[src/rtl/mips_cpu_lsu.sv]
// Load/store unit: turns single CPU byte/half/word/dword requests into one Avalon-MM
// access with lane steering, load extension, misalignment and stall-timeout errors.
module mips_cpu_lsu #(
  parameter int DATA_W  = 32,
  parameter int ADDR_W  = 32,
  parameter int TIMEOUT = 255,
  localparam int BE_W   = DATA_W / 8,
  localparam int OFF_W  = $clog2(BE_W)
) (
  input  logic              clk,
  input  logic              reset,
  input  logic              req_valid,
  output logic              req_ready,
  input  logic              req_write,
  input  logic [1:0]        req_size,
  input  logic              req_signed,
  input  logic [ADDR_W-1:0] req_addr,
  input  logic [DATA_W-1:0] req_wdata,
  output logic              resp_valid,
  output logic [DATA_W-1:0] resp_rdata,
  output logic              resp_err,
  output logic [ADDR_W-1:0] address,
  output logic              read,
  output logic              write,
  input  logic              waitrequest,
  output logic [DATA_W-1:0] writedata,
  output logic [BE_W-1:0]   byteenable,
  input  logic [DATA_W-1:0] readdata
);

  typedef enum logic [1:0] {
    IDLE = 2'd0,
    BUS  = 2'd1,
    RESP = 2'd2
  } state_e;

  state_e            state_q, state_d;
  logic [15:0]       stall_q, stall_d;
  logic              err_q, err_d;
  logic [ADDR_W-1:0] addr_q, addr_d;
  logic [1:0]        size_q, size_d;
  logic              sgn_q, sgn_d;
  logic              wr_q, wr_d;
  logic [DATA_W-1:0] wdata_q, wdata_d;
  logic [DATA_W-1:0] rdata_q, rdata_d;
  logic [OFF_W-1:0]  off;

  assign off = addr_q[OFF_W-1:0];

  function automatic logic misalign(input logic [2:0] low, input logic [1:0] size);
    case (size)
      2'd0:    return 1'b0;
      2'd1:    return low[0];
      2'd2:    return |low[1:0];
      default: return (|low) || (DATA_W == 32);
    endcase
  endfunction

  function automatic logic [BE_W-1:0] lane_mask(input logic [1:0] size,
                                                 input logic [OFF_W-1:0] offs);
    logic [7:0] m;
    case (size)
      2'd0:    m = 8'h01;
      2'd1:    m = 8'h03;
      2'd2:    m = 8'h0F;
      default: m = 8'hFF;
    endcase
    return BE_W'(m) << offs;
  endfunction

  // Left-justify the access width, then shift back arithmetically or logically.
  function automatic logic [DATA_W-1:0] load_ext(input logic [DATA_W-1:0] raw,
                                                 input logic [1:0] size,
                                                 input logic sgn);
    logic        [DATA_W-1:0] up;
    logic signed [DATA_W-1:0] s;
    int sa;
    sa = DATA_W - (8 << size);
    if (sa <= 0) return raw;
    up = raw << sa;
    s  = up;
    if (sgn) begin
      s = s >>> sa;
      return s;
    end
    return up >> sa;
  endfunction

  always_comb begin
    state_d    = state_q;
    stall_d    = stall_q;
    err_d      = err_q;
    addr_d     = addr_q;
    size_d     = size_q;
    sgn_d      = sgn_q;
    wr_d       = wr_q;
    wdata_d    = wdata_q;
    rdata_d    = rdata_q;
    req_ready  = 1'b0;
    read       = 1'b0;
    write      = 1'b0;
    address    = '0;
    byteenable = '0;
    writedata  = '0;
    resp_valid = 1'b0;
    resp_err   = 1'b0;
    resp_rdata = '0;
    case (state_q)
      IDLE: begin
        req_ready = 1'b1;
        if (req_valid) begin
          addr_d  = req_addr;
          size_d  = req_size;
          sgn_d   = req_signed;
          wr_d    = req_write;
          wdata_d = req_wdata;
          rdata_d = '0;
          stall_d = '0;
          if (misalign(req_addr[2:0], req_size)) begin
            err_d   = 1'b1;
            state_d = RESP;
          end else begin
            err_d   = 1'b0;
            state_d = BUS;
          end
        end
      end
      BUS: begin
        read       = !wr_q;
        write      = wr_q;
        address    = {addr_q[ADDR_W-1:OFF_W], {OFF_W{1'b0}}};
        byteenable = lane_mask(size_q, off);
        writedata  = wdata_q << {off, 3'b000};
        if (!waitrequest) begin
          if (!wr_q) rdata_d = load_ext(readdata >> {off, 3'b000}, size_q, sgn_q);
          state_d = RESP;
        end else begin
          stall_d = stall_q + 16'd1;
          // rdata stays zero on timeout, so the error response carries no data
          if (stall_d == 16'(TIMEOUT)) begin
            err_d   = 1'b1;
            state_d = RESP;
          end
        end
      end
      RESP: begin
        resp_valid = 1'b1;
        resp_err   = err_q;
        resp_rdata = rdata_q;
        state_d    = IDLE;
      end
      default: state_d = IDLE;
    endcase
  end

  always_ff @(posedge clk) begin
    if (!reset) begin
      state_q <= IDLE;
      stall_q <= '0;
      err_q   <= 1'b0;
    end else begin
      state_q <= state_d;
      stall_q <= stall_d;
      err_q   <= err_d;
    end
  end

  // Request payload is only observed through state-gated outputs, so it needs no reset.
  always_ff @(posedge clk) begin
    addr_q  <= addr_d;
    size_q  <= size_d;
    sgn_q   <= sgn_d;
    wr_q    <= wr_d;
    wdata_q <= wdata_d;
    rdata_q <= rdata_d;
  end

endmodule

[config.mk]
export PLATFORM = sky130hd
export DESIGN_NAME = mips_cpu_lsu
export DESIGN_NICKNAME = d
export VERILOG_FILES = /design/src/rtl/mips_cpu_lsu.sv
export SDC_FILE = /design/constraint.sdc
export NUM_CORES = 1
export LEC_CHECK = 0
export CELL_PAD_IN_SITES_DETAIL_PLACEMENT = 1
export CELL_PAD_IN_SITES_GLOBAL_PLACEMENT = 2
export CORE_ASPECT_RATIO = 1.1
export CORE_MARGIN = 2
export CORE_UTILIZATION = 25
export DETAILED_ROUTE_END_ITERATION = 8
export PLACE_DENSITY_LB_ADDON = 0.3
export SYNTH_ARGS = -nofsm -noshare
export SYNTH_HDL_FRONTEND = slang
export SYNTH_SLANG_ARGS = --single-unit
[constraint.sdc]
create_clock -name clk -period 7 [get_ports clk]
set_clock_uncertainty 0.15 [all_clocks]
set_input_delay 2.1 -clock clk [delete_from_list [all_inputs] [get_ports clk]]
set_output_delay 2.1 -clock clk [all_outputs]
set_load 0.005 [all_outputs]
After elaboration in Yosys (flattened, before gate mapping)
Index checks and enable logic that the tools add are counted.
{ "totals": {"input_bits": 104, "register_bits": 119, "output_inout_bits": 105} }
{ "classes": {"order_cmp": 1, "n_mux": 44, "addsub": 2, "n_eq_ne": 13, "reduce_logical": 11, "n_shift": 7} }
{ "op_table": {"columns": ["op", "count"], "rows": [
  ["32-bit two-way mux", 10],
  ["32-bit one-hot mux with 2 select lines", 1],
  ["32-bit by 1-bit less-or-equal comparator with 1-bit output (second input constant)", 1],
  ["16-bit two-way mux", 2],
  ["16-bit one-hot mux with 2 select lines", 1],
  ["32-bit by 32-bit << shifter with 32-bit output", 1],
  ["32-bit by 5-bit << shifter with 32-bit output", 1],
  ["4-bit by 2-bit << shifter with 32-bit output (first input constant)", 1],
  ["32-bit by 32-bit >> shifter with 32-bit output", 1],
  ["32-bit by 5-bit >> shifter with 32-bit output", 1],
  ["32-bit by 32-bit >>> shifter with 32-bit output", 1],
  ["7-bit by 32-bit subtractor with 32-bit output (first input constant)", 1],
  ["1-bit two-way mux", 20],
  ["16-bit by 1-bit adder with 16-bit output (second input constant)", 1],
  ["16-bit by 8-bit == test with 1-bit output (second input constant)", 1],
  ["4-bit one-hot mux with 3 select lines", 1],
  ["2-bit != test (second input constant)", 5],
  ["2-bit two-way mux", 4],
  ["4-bit two-way mux", 2],
  ["4-bit AND reduction", 2],
  ["2-bit by 1-bit == test with 1-bit output (second input constant)", 3],
  ["2-bit == test (second input constant)", 3],
  ["2-bit logical NOT", 3],
  ["2-bit one-hot mux with 2 select lines", 1],
  ["other kinds (9)", 10]
]} }

Depth between registers and ports, before layout
Gate-level depths: netlist of the first run.
{ "logic_depth": {"depth_word": 16, "mapped_depth": 11, "ltp_nobuf": 8} }

Worst setup path after synthesis of the first run
No wires, ideal clock.
{ "synth_path": {"kind": "input-to-reg", "start": "input req_valid", "end": "register rdata_q[0] (enable)", "t_required_ns": 6.429, "path_slack_ns": 0.941, "cell_stages": 4, "arrival_ns": 5.488, "path_cell_list": "or3b_2 -> inv_1 -> nor2_1 -> nor2_1"} }
{ "synth_via": {"elab_chain_cells": 2} }
{ "synth_lines": {"columns": ["element", "line_no", "rtl"], "rows": [
  ["start, declared", "12", "input logic req_valid,"],
  ["2-bit != test (no source line)", null, null],
  ["4-bit AND reduction (no source line)", null, null],
  ["end signal, assigned", "175", "rdata_q <= rdata_d;"],
  ["end, declared", "45", "logic [DATA_W-1:0] rdata_q, rdata_d;"]
]} }
Every way passes these cells.
A chain may end at the register's enable or synchronous reset.

Worst setup path in the final report of the first run
{ "layout_path": {"start": "register state_q[0]", "end": "output writedata[7]"} }
{ "layout_via": {"elab_chain_cells": 2} }
{ "layout_lines": {"columns": ["element", "line_no", "rtl"], "rows": [
  ["start, declared", "37", "state_e state_q, state_d;"],
  ["start signal, assigned", "162", "state_q <= state_d;"],
  ["2-bit by 1-bit == test with 1-bit output", "108", "case (state_q)"],
  ["32-bit two-way mux", "108", null],
  ["end, declared", "26", "output logic [DATA_W-1:0] writedata,"]
]} }
Every way passes these cells.

==> results_dict.tcl, run 1 <==
set metrics [dict create \
    cp.required_ps 4750 \
    cts.sinks 119 \
    multi_input_area_sq_um 3128 \
    r2r_end "rdata_q[9]$_SDFFCE_PN0P_" \
    cp-end-kind "primary output" \
    cts_buffer_depth 2 \
    finalSetupViolCount 0 \
    max_cap_violations 0 \
    grt_pass1_wl_microns 35380 \
    swShare_pct 27.69 \
    drc 0 \
    detail_route.first_pass.iterations 5 \
    path_max_fanout 42 \
    cts_buffers 17 \
    relSlewSlack_pct 35.06 \
    async_flop_share_pct 0 \
    seqCellArea_sq_um 3383 \
    max_freq_mhz 187.9 \
    wirelength_microns 23340 \
    drt_iter0_drc 317 \
    whs_path_depth 2 \
    hold_violations 0 \
    antenna_cells 0 \
    cp_data_arrival_time_ps 3070 \
    hold_class "flip-flop to flip-flop" \
    clk_pin_slew_ps 60 \
    htree_levels 4 \
    p_sw_mw 0.5589 \
    clkPwrFrac_pct 39.6 \
    tns_ps 0 \
    power.density_nw_per_um2 209.3 \
    rsz0062_at_grt "false" \
    period_share_pct 76.05 \
    grt.total_usage_pct 16.18 \
    cts_tree "done" \
    crit_type "flip-flop to primary output" \
    fin_nets 946 \
    tightestPinTransition_ps 970.6 \
    hold_buffers 0 \
    die_area_sq_um 28500 \
    coreArea_sq_um 26800 \
    path_cells "nor2b_2, buf_4, nand2_1, nor2_1, and2_1, clkdlybuf4s50_1" \
    die_y_microns 176.9 \
    r2r-start "size_q[0]$_DFFE_PP_" \
    gp_congestion 0.7890 \
    synth_edf_count 100 \
    yosys_warnings 0 \
    cts_resized 0 \
    grt_max_degree 70 \
    synth_cells 658 \
    drive_gt1_share_pct 9.859 \
    vias 5795 \
    areaGrowthSynthToFinish_pct 41.99 \
    portBuffers 206 \
    seq_power_share_pct 42.7 \
    seq_area_frac_synth_pct 49.82 \
    holdCritStartpoint "stall_q[15]$_SDFFE_PN0P_" \
    worstSetupStartpointType "flip-flop" \
    chipWidth_microns 161.2 \
    grt-ovfl-total 0 \
    start_util_pct 25.34 \
    max_stage_delay_ps 500 \
    internal_power_mw 1.460 \
    status "complete, no violations" \
    cts-root-buf "clkbuf_16" \
    fin_util_pct 35.98 \
    hpwl_microns 17070 \
    layout_common_cells "206 x clkdlybuf4s50_1, 100 x edfxtp_1, 79 x and2_1, 53 x nor2_1, 38 x o21ai_0" \
    ys_ff_latch 119 \
    avgSynthCellArea_sq_um 10.32 \
    p_comb_share_pct 17.7 \
    peakVddDrop_uv 103.0 \
    drv_slew 0 \
    fillCellCount 3010 \
    holdPathEnd "stall_q[15]$_SDFFE_PN0P_" \
    routedWlPerCell_microns 19.30 \
    antenna_left 0 \
    synthFlopType "edfxtp_1" \
    row_count 63 \
    worstSkewPairLatency_ps 410 \
    crit_family "simple AND/OR/NAND/NOR gates" \
    r2r_cells 6 \
    vias_per_cell 4.793 \
    ys_types 64 \
    path_buf_inv 2 \
    min_period_ps 5323 \
    grt_pass1_vias 5841 \
    r2r_slack_ps 3170 \
    boundaryPins 209 \
    mostFrequentLayoutCell "clkdlybuf4s50_1" \
    syn-cell-area_sq_um 6792 \
    leakagePower_nw 3.291 \
    post_cts_buffers 0 \
    grt_antenna_before_repair 2 \
    cp_slowest_cell "dfxtp_1" \
]
## final cells by class
cell class                      instances  share of cell area (%)
Sequential cell                       119                   35.08
Multi-Input combinational cell        478                   32.44
Timing Repair Buffer                  214                   22.01
Tap cell                              357                   4.632
Clock buffer                           17                   4.412
Clock inverter                         15                   1.077
Inverter                                9                  0.3503
## metal layers
metal / share of wire [%] / global-route usage [%]
met3: 2.9 / 2.624
met2: 53 / 29.38
met5: 0 / 0
met1: 44 / 20.16
met4: 0.77 / 3.609
## through the flow
step | area [sq um] | setup WS [ps] | hold WS [ps] | instances | total power [mW]
finish | 9643 | 1677 | 342.2 | 1209 | 2.019
global route | 9643 | 1360 | 363.5 | 1209 | 2.110
CTS | 9643 | 1573 | 341.7 | 1209 | 2.047
detailed placement | 9114 | 2021 | 332.2 | 1177 | 1.240
global placement | 9114 | 2154 | 332.3 | 1177 | 1.235
floorplan | 6795 | 940.8 | 298.4 | 659 | 1.055
## power by group through the flow
stage | combinational, mW | sequential, mW | clock [mW]
floorplan | 0.192 | 0.863 | 0
global placement | 0.359 | 0.876 | 0
detailed placement | 0.361 | 0.878 | 0
CTS | 0.363 | 0.863 | 0.821
global route | 0.390 | 0.869 | 0.850
finish | 0.357 | 0.863 | 0.799
## kinds of logic (layout without fill, tap and decap cells)
group,Yosys count,in the layout,synth area share (%)
other,1,2,0.05522
buffers and inverters,62,255,4.366
AO/OA/AOI/OAI,163,163,16.27
flip-flops,119,119,49.82
multiplexers,40,40,6.890
XOR/XNOR,4,4,0.5159
AND/OR/NAND/NOR,266,266,21.54
adder cells (fa/ha/maj),3,3,0.5527
## state kept, by name (all words and copies together) (netlist names)
name and flops:
state_q 2, addr_q 32, wr_q 1, stall_q 16
rdata_q 32, wdata_q 32, sgn_q 1, err_q 1
size_q 2
## worst reg2reg max path: cells and delay by family, from the launching register on
family	cells	cell delay, ps
fa+ha+maj	1	800
flops	1	740
compound gates	2	760
simple gates	2	820
buf+inv	1	270
## synth_stat cells (15+ instances only)
library cell	count	area, sq um
a211oi_1	25	187.7
a21oi_1	36	180.2
and2_1	79	494.2
buf_2	15	75.07
clkbuf_1	27	101.4
dfxtp_1	19	380.4
edfxtp_1	100	3003
mux2i_1	31	310.3
nand2_1	37	138.9
nor2_1	55	206.5
nor2b_1	19	118.9
o21ai_0	38	190.2
## worst max-delay path by stage
| stage | start | endpoint | slack [ps] | cells past startpoint |
|---|---|---|---|---|
| after global placement | state_q[0]$_SDFFE_PN0P_ | writedata[0] | 2150 | 6 |
| after floorplan | req_valid | rdata_q[0]$_SDFFCE_PN0P_ | 940 | 4 |
| after detailed placement | state_q[0]$_SDFFE_PN0P_ | writedata[7] | 2020 | 6 |
| after CTS | state_q[0]$_SDFFE_PN0P_ | writedata[7] | 1570 | 6 |
| final | state_q[0]$_SDFFE_PN0P_ | writedata[7] | 1680 | 6 |
| after global routing | state_q[0]$_SDFFE_PN0P_ | writedata[7] | 1360 | 6 |
Power figures use the tool's default switching activity.
==> run 2: changes to the inputs <==
==> constraint.sdc (replaced) <==
create_clock -name clk -period 4.9 [get_ports clk]
set_clock_uncertainty 0.15 [all_clocks]
set_input_delay 1.47 -clock clk [delete_from_list [all_inputs] [get_ports clk]]
set_output_delay 1.47 -clock clk [all_outputs]
set_load 0.005 [all_outputs]
==> run 2 against run 1 <==
Net effect:
- total power rose by 50%
- register-to-register slack worse by 2000 ps
- worst hold slack worse by 7.2 ps
- critical path type unchanged
- global-route usage increased by 0.34 points
- final cell count is 0.91% higher
- sequential power up 43%
- combinational power is 47% higher
==> results_dict.tcl, run 2 (same netlist as run 1, synthesis figures left out) <==
set metrics [dict create \
    status "complete, no violations" \
    crit_type "flip-flop to primary output" \
    gp_congestion 0.7833 \
    dp.cells 1187 \
    post_cts_buffers 0 \
    final_cell_area_sq_um 9783 \
    layout_common_cells "206 x clkdlybuf4s50_1, 100 x edfxtp_1, 79 x and2_1, 53 x nor2_1, 38 x o21ai_0" \
    drc 0 \
    cts.sinks 119 \
    path_cells "nand2_1, a211oi_1, clkdlybuf4s50_1" \
    hpwl_microns 17070 \
    cts-root-buf "clkbuf_16" \
    coreArea_sq_um 26800 \
    boundaryPins 209 \
    seqCellArea_sq_um 3383 \
    multi_input_area_sq_um 3128 \
    max_cap_violations 0 \
    min_period_ps 4335 \
    finalSetupViolCount 0 \
    cp_slowest_cell "nand2_1" \
    vias_per_cell 4.793 \
    grt_pass1_vias 5875 \
    crit_family "simple AND/OR/NAND/NOR gates" \
    period_share_pct 88.48 \
    path_max_fanout 22 \
    detail_route.first_pass.iterations 4 \
    r2r_slack_ps 1210 \
    row_count 63 \
    grt_max_degree 44 \
    hold_class "flip-flop to flip-flop" \
    fin_total_pwr_mw 3.020 \
    grt.total_usage_pct 16.52 \
    hold_violations 0 \
    post_layout_nonfiller_instances 1220 \
    cp_data_arrival_time_ps 2720 \
    die_area_sq_um 28500 \
    cp-end-kind "primary output" \
    fin_nets 956 \
    largestRegisters "addr_q x32, rdata_q x32, wdata_q x32" \
    leakagePower_nw 3.358 \
    wirelength_microns 23350 \
    cp.required_ps 3280 \
    grt_pass1_wl_microns 35550 \
    vias 5848 \
    r2r_cells 6 \
    grt-ovfl-total 0 \
    drive_gt1_share_pct 10.79 \
    crit_end "writedata[28]" \
    relSlewSlack_pct 37.88 \
    mostFrequentLayoutCell "clkdlybuf4s50_1" \
    cts_resized 0 \
    r2r-start "size_q[0]$_DFFE_PP_" \
    tns_ps 0 \
    drv_slew 0 \
    cts_buffers 17 \
    grt_antenna_before_repair 1 \
    hold_buffers 0 \
    max_stage_delay_ps 640 \
    place_area_sq_um 9193 \
    worstSetupStartpointType "flip-flop" \
    holdWs_ps 335.1 \
    worst-path-stages 3 \
    peakVddDrop_uv 236.9 \
    areaGrowthSynthToFinish_pct 44.05 \
    chipWidth_microns 161.2 \
    rsz0062_at_grt "false" \
    tightestPinTransition_ps 929.6 \
    die_y_microns 176.9 \
    power.density_nw_per_um2 308.7 \
    worstSkewPairLatency_ps 430 \
    cts_tree "done" \
    path_buf_inv 1 \
    startpoint "state_q[0]$_SDFFE_PN0P_" \
    drt_iter0_drc 355 \
    max_freq_mhz 230.7 \
    htree_levels 4 \
    portBuffers 206 \
    cts_buffer_depth 2 \
    clk_pin_slew_ps 60 \
    routedWlPerCell_microns 19.14 \
    r2r_end "rdata_q[13]$_SDFFCE_PN0P_" \
    fillCellCount 2991 \
    antenna_left 0 \
    start_util_pct 25.34 \
]
[run 2: cell types whose count changed in the layout (fill, tap and decap cells not counted)]
cell / before / now
buf_4: 8 / 18
bufinv_16: 0 / 3
clkbuf_1: 0 / 2
clkinv_1: 3 / 2
clkinv_4: 2 / 1
clkinvlp_4: 4 / 5
diode_2: 0 / 1
inv_2: 1 / 0
inv_6: 4 / 1
[run 2: worst min-delay path by stage]
stage	from	slack, ps	depth (start not counted)	to
after floorplan	err_q$_SDFFE_PN0P_	300	2	err_q$_SDFFE_PN0P_
after global placement	err_q$_SDFFE_PN0P_	320	2	err_q$_SDFFE_PN0P_
after detailed placement	err_q$_SDFFE_PN0P_	330	2	err_q$_SDFFE_PN0P_
after CTS	err_q$_SDFFE_PN0P_	340	2	err_q$_SDFFE_PN0P_
after global routing	stall_q[15]$_SDFFE_PN0P_	370	2	stall_q[15]$_SDFFE_PN0P_
final	err_q$_SDFFE_PN0P_	340	2	err_q$_SDFFE_PN0P_
[run 2: area by class of cell]
cell class	count	share of cell area [%]
repair buffers	224	22.46
inverters	9	0.3837
flip-flops and latches	119	34.58
well taps	357	4.566
clock buffers	19	4.425
clock inverters	13	1.586
diodes	1	0.02558
multi-input cells	478	31.97
[run 2: stage by stage]
stage	setup WS (ps)	utilization (%)
2_1_floorplan	631.9	-
3_3_place_gp	882.8	34.30
3_5_place_dp	888.7	34.30
4_1_cts	422.2	36.49
5_1_grt	316.3	36.50
6_report	564.6	36.50
[run 2: layer usage]
layer  global-route usage (%)  vias to the layer above  routed length, microns
met1                    20.85                     2901                    9860
li1                         -                     2821                       -
met2                    28.61                      110                   12250
met3                    3.351                       16                     990
met4                    4.799                        0                     247
met5                        0                        -                       0
[run 2: power by group]
part           internal (mW)  switching (mW)  total, mW
Combinational          0.253           0.272      0.525
Sequential              1.19          0.0329       1.23
Clock                  0.795           0.474       1.27
Total                   2.24           0.779       3.02
[run 2: tightest hold or removal path, stage by stage, from the launching register on]
cell     delay, ps
dfxtp_1        320
o21ai_0         70
o21ai_0         60
==> run 3: changes to the inputs <==
--- a/config.mk
+++ b/config.mk
@@ -11,6 +11,7 @@
 export CORE_MARGIN = 2
 export CORE_UTILIZATION = 25
 export DETAILED_ROUTE_END_ITERATION = 8
+export MAX_ROUTING_LAYER = met4
 export PLACE_DENSITY_LB_ADDON = 0.3
 export SYNTH_ARGS = -nofsm -noshare
 export SYNTH_HDL_FRONTEND = slang
==> run 3 against run 2 <==
Net effect:
- critical path type unchanged
- maximum frequency down 0.36%
- count of clock-buffer cells in the layout unchanged
- largest cell class unchanged
- sequential power about the same
- highest routed layer unchanged
==> results_dict.tcl, run 3 (same netlist as run 1, synthesis figures left out) <==
set metrics [dict create \
    hold_buffers 0 \
    die_area_sq_um 28500 \
    grt_max_degree 44 \
    detail_route.first_pass.iterations 4 \
    chipWidth_microns 161.2 \
    relSlewSlack_pct 38.18 \
    start_util_pct 25.34 \
    pre_cts_slack_ps 888.7 \
    clkPwrFrac_pct 42.0 \
    cts.sinks 119 \
    fin_nets 956 \
    internal_power_mw 2.241 \
    status "complete, no violations" \
    hold_violations 0 \
    cp-end-kind "primary output" \
    mostFrequentLayoutCell "clkdlybuf4s50_1" \
    drive_gt1_share_pct 10.79 \
    cts_resized 0 \
    max_freq_mhz 229.8 \
    holdPathEnd "err_q$_SDFFE_PN0P_" \
    worstSetupStartpointType "flip-flop" \
    layout_common_cells "206 x clkdlybuf4s50_1, 100 x edfxtp_1, 79 x and2_1, 53 x nor2_1, 38 x o21ai_0" \
    r2r_cells 6 \
    portBuffers 206 \
    crit_type "flip-flop to primary output" \
    r2r_end "rdata_q[13]$_SDFFCE_PN0P_" \
    hold_class "flip-flop to flip-flop" \
    finalWorstSetupSlack_ps 549.0 \
    grt_antenna_before_repair 1 \
    grt-ovfl-total 0 \
    gp_congestion 0.7942 \
    htree_levels 4 \
    tightestPinTransition_ps 923.8 \
    routedWlPerCell_microns 19.12 \
    whs_path_depth 2 \
    place_area_sq_um 9193 \
    cts_tree "done" \
    r2r_slack_ps 1280 \
    r2r-start "size_q[0]$_DFFE_PP_" \
    power.density_nw_per_um2 308.7 \
    die_y_microns 176.9 \
    cp.required_ps 3280 \
    coreArea_sq_um 26800 \
    tns_ps 0 \
    p_sw_mw 0.7794 \
    worstSkewPairLatency_ps 420 \
    rsz0062_at_grt "false" \
    finalSetupViolCount 0 \
    vias_per_cell 4.757 \
    final_cell_area_sq_um 9783 \
    vias 5804 \
    areaGrowthSynthToFinish_pct 44.05 \
    swShare_pct 25.80 \
    seq_power_share_pct 40.6 \
    max_cap_violations 0 \
    period_share_pct 88.80 \
    antenna_left 0 \
    min_period_ps 4351 \
    peakVddDrop_uv 235.4 \
    holdCritStartpoint "err_q$_SDFFE_PN0P_" \
    largestRegisters "addr_q x32, rdata_q x32, wdata_q x32" \
    row_count 63 \
    drv_slew 0 \
    clk_pin_slew_ps 60 \
    cp_data_arrival_time_ps 2730 \
    hpwl_microns 17070 \
    grt_pass1_wl_microns 35500 \
    cts-root-buf "clkbuf_16" \
    path_max_fanout 22 \
    leakagePower_nw 3.358 \
    post_cts_buffers 0 \
    boundaryPins 209 \
    p_comb_share_pct 17.3 \
    cts_buffer_depth 2 \
    drc 0 \
    cts_buffers 17 \
    grt.total_usage_pct 16.94 \
    fin_util_pct 36.50 \
    wirelength_microns 23330 \
    drt_iter0_drc 316 \
    grt_pass1_vias 5857 \
]
-- run 3: cell counts in the layout (fill, tap and decap cells not counted) --
Identical to the previous run, type by type.
-- run 3: stage by stage --
stage	total power [mW]	instances	hold slack, ps
floorplan	1.506	659	298.4
global placement	1.774	1187	319.9
detailed placement	1.778	1187	325.9
CTS	3.067	1219	343.8
global route	3.154	1220	371.8
finish	3.020	1220	335.4
-- run 3: power by group through the flow --
stage	Clock [mW]	Sequential [mW]	Combinational [mW]
after CTS	1.31	1.23	0.533
after detailed placement	0	1.25	0.530
after global placement	0	1.25	0.529
final	1.27	1.23	0.524
after global routing	1.35	1.24	0.573
after floorplan	0	1.23	0.276
-- run 3: final cells by class --
| class | instances | area (sq um) |
|---|---|---|
| clock buffers | 19 | 432.9 |
| well taps | 357 | 446.7 |
| diodes | 1 | 2.502 |
| clock inverters | 13 | 155.1 |
| fillers | 2991 | 17020 |
| inverters | 9 | 37.54 |
| repair buffers | 224 | 2197 |
| flip-flops and latches | 119 | 3383 |
| multi-input cells | 478 | 3128 |
-- run 3: how the worst max path moves through the flow --
stage / start / end / cells past startpoint
2_1_floorplan: req_valid / rdata_q[0]$_SDFFCE_PN0P_ / 4
3_3_place_gp: state_q[0]$_SDFFE_PN0P_ / byteenable[3] / 3
3_5_place_dp: state_q[0]$_SDFFE_PN0P_ / writedata[27] / 3
4_1_cts: state_q[0]$_SDFFE_PN0P_ / writedata[27] / 3
5_1_grt: state_q[0]$_SDFFE_PN0P_ / byteenable[3] / 3
6_report: state_q[0]$_SDFFE_PN0P_ / byteenable[3] / 3
-- run 3: layer usage --
layer  up-vias  track usage [%]  part of all wire (%)
li1       2815                -                     -
met1      2861            20.77                    43
met2       114            28.76                    53
met3        14            3.093                   3.4
met4         0            4.576                  0.77
met5         -                -                     0
-- run 3: worst max-delay path, stage by stage, from the launching register on --
cell             delay, ps
dfxtp_1                560
nand2_1                630
a211oi_1               510
clkdlybuf4s50_1        590
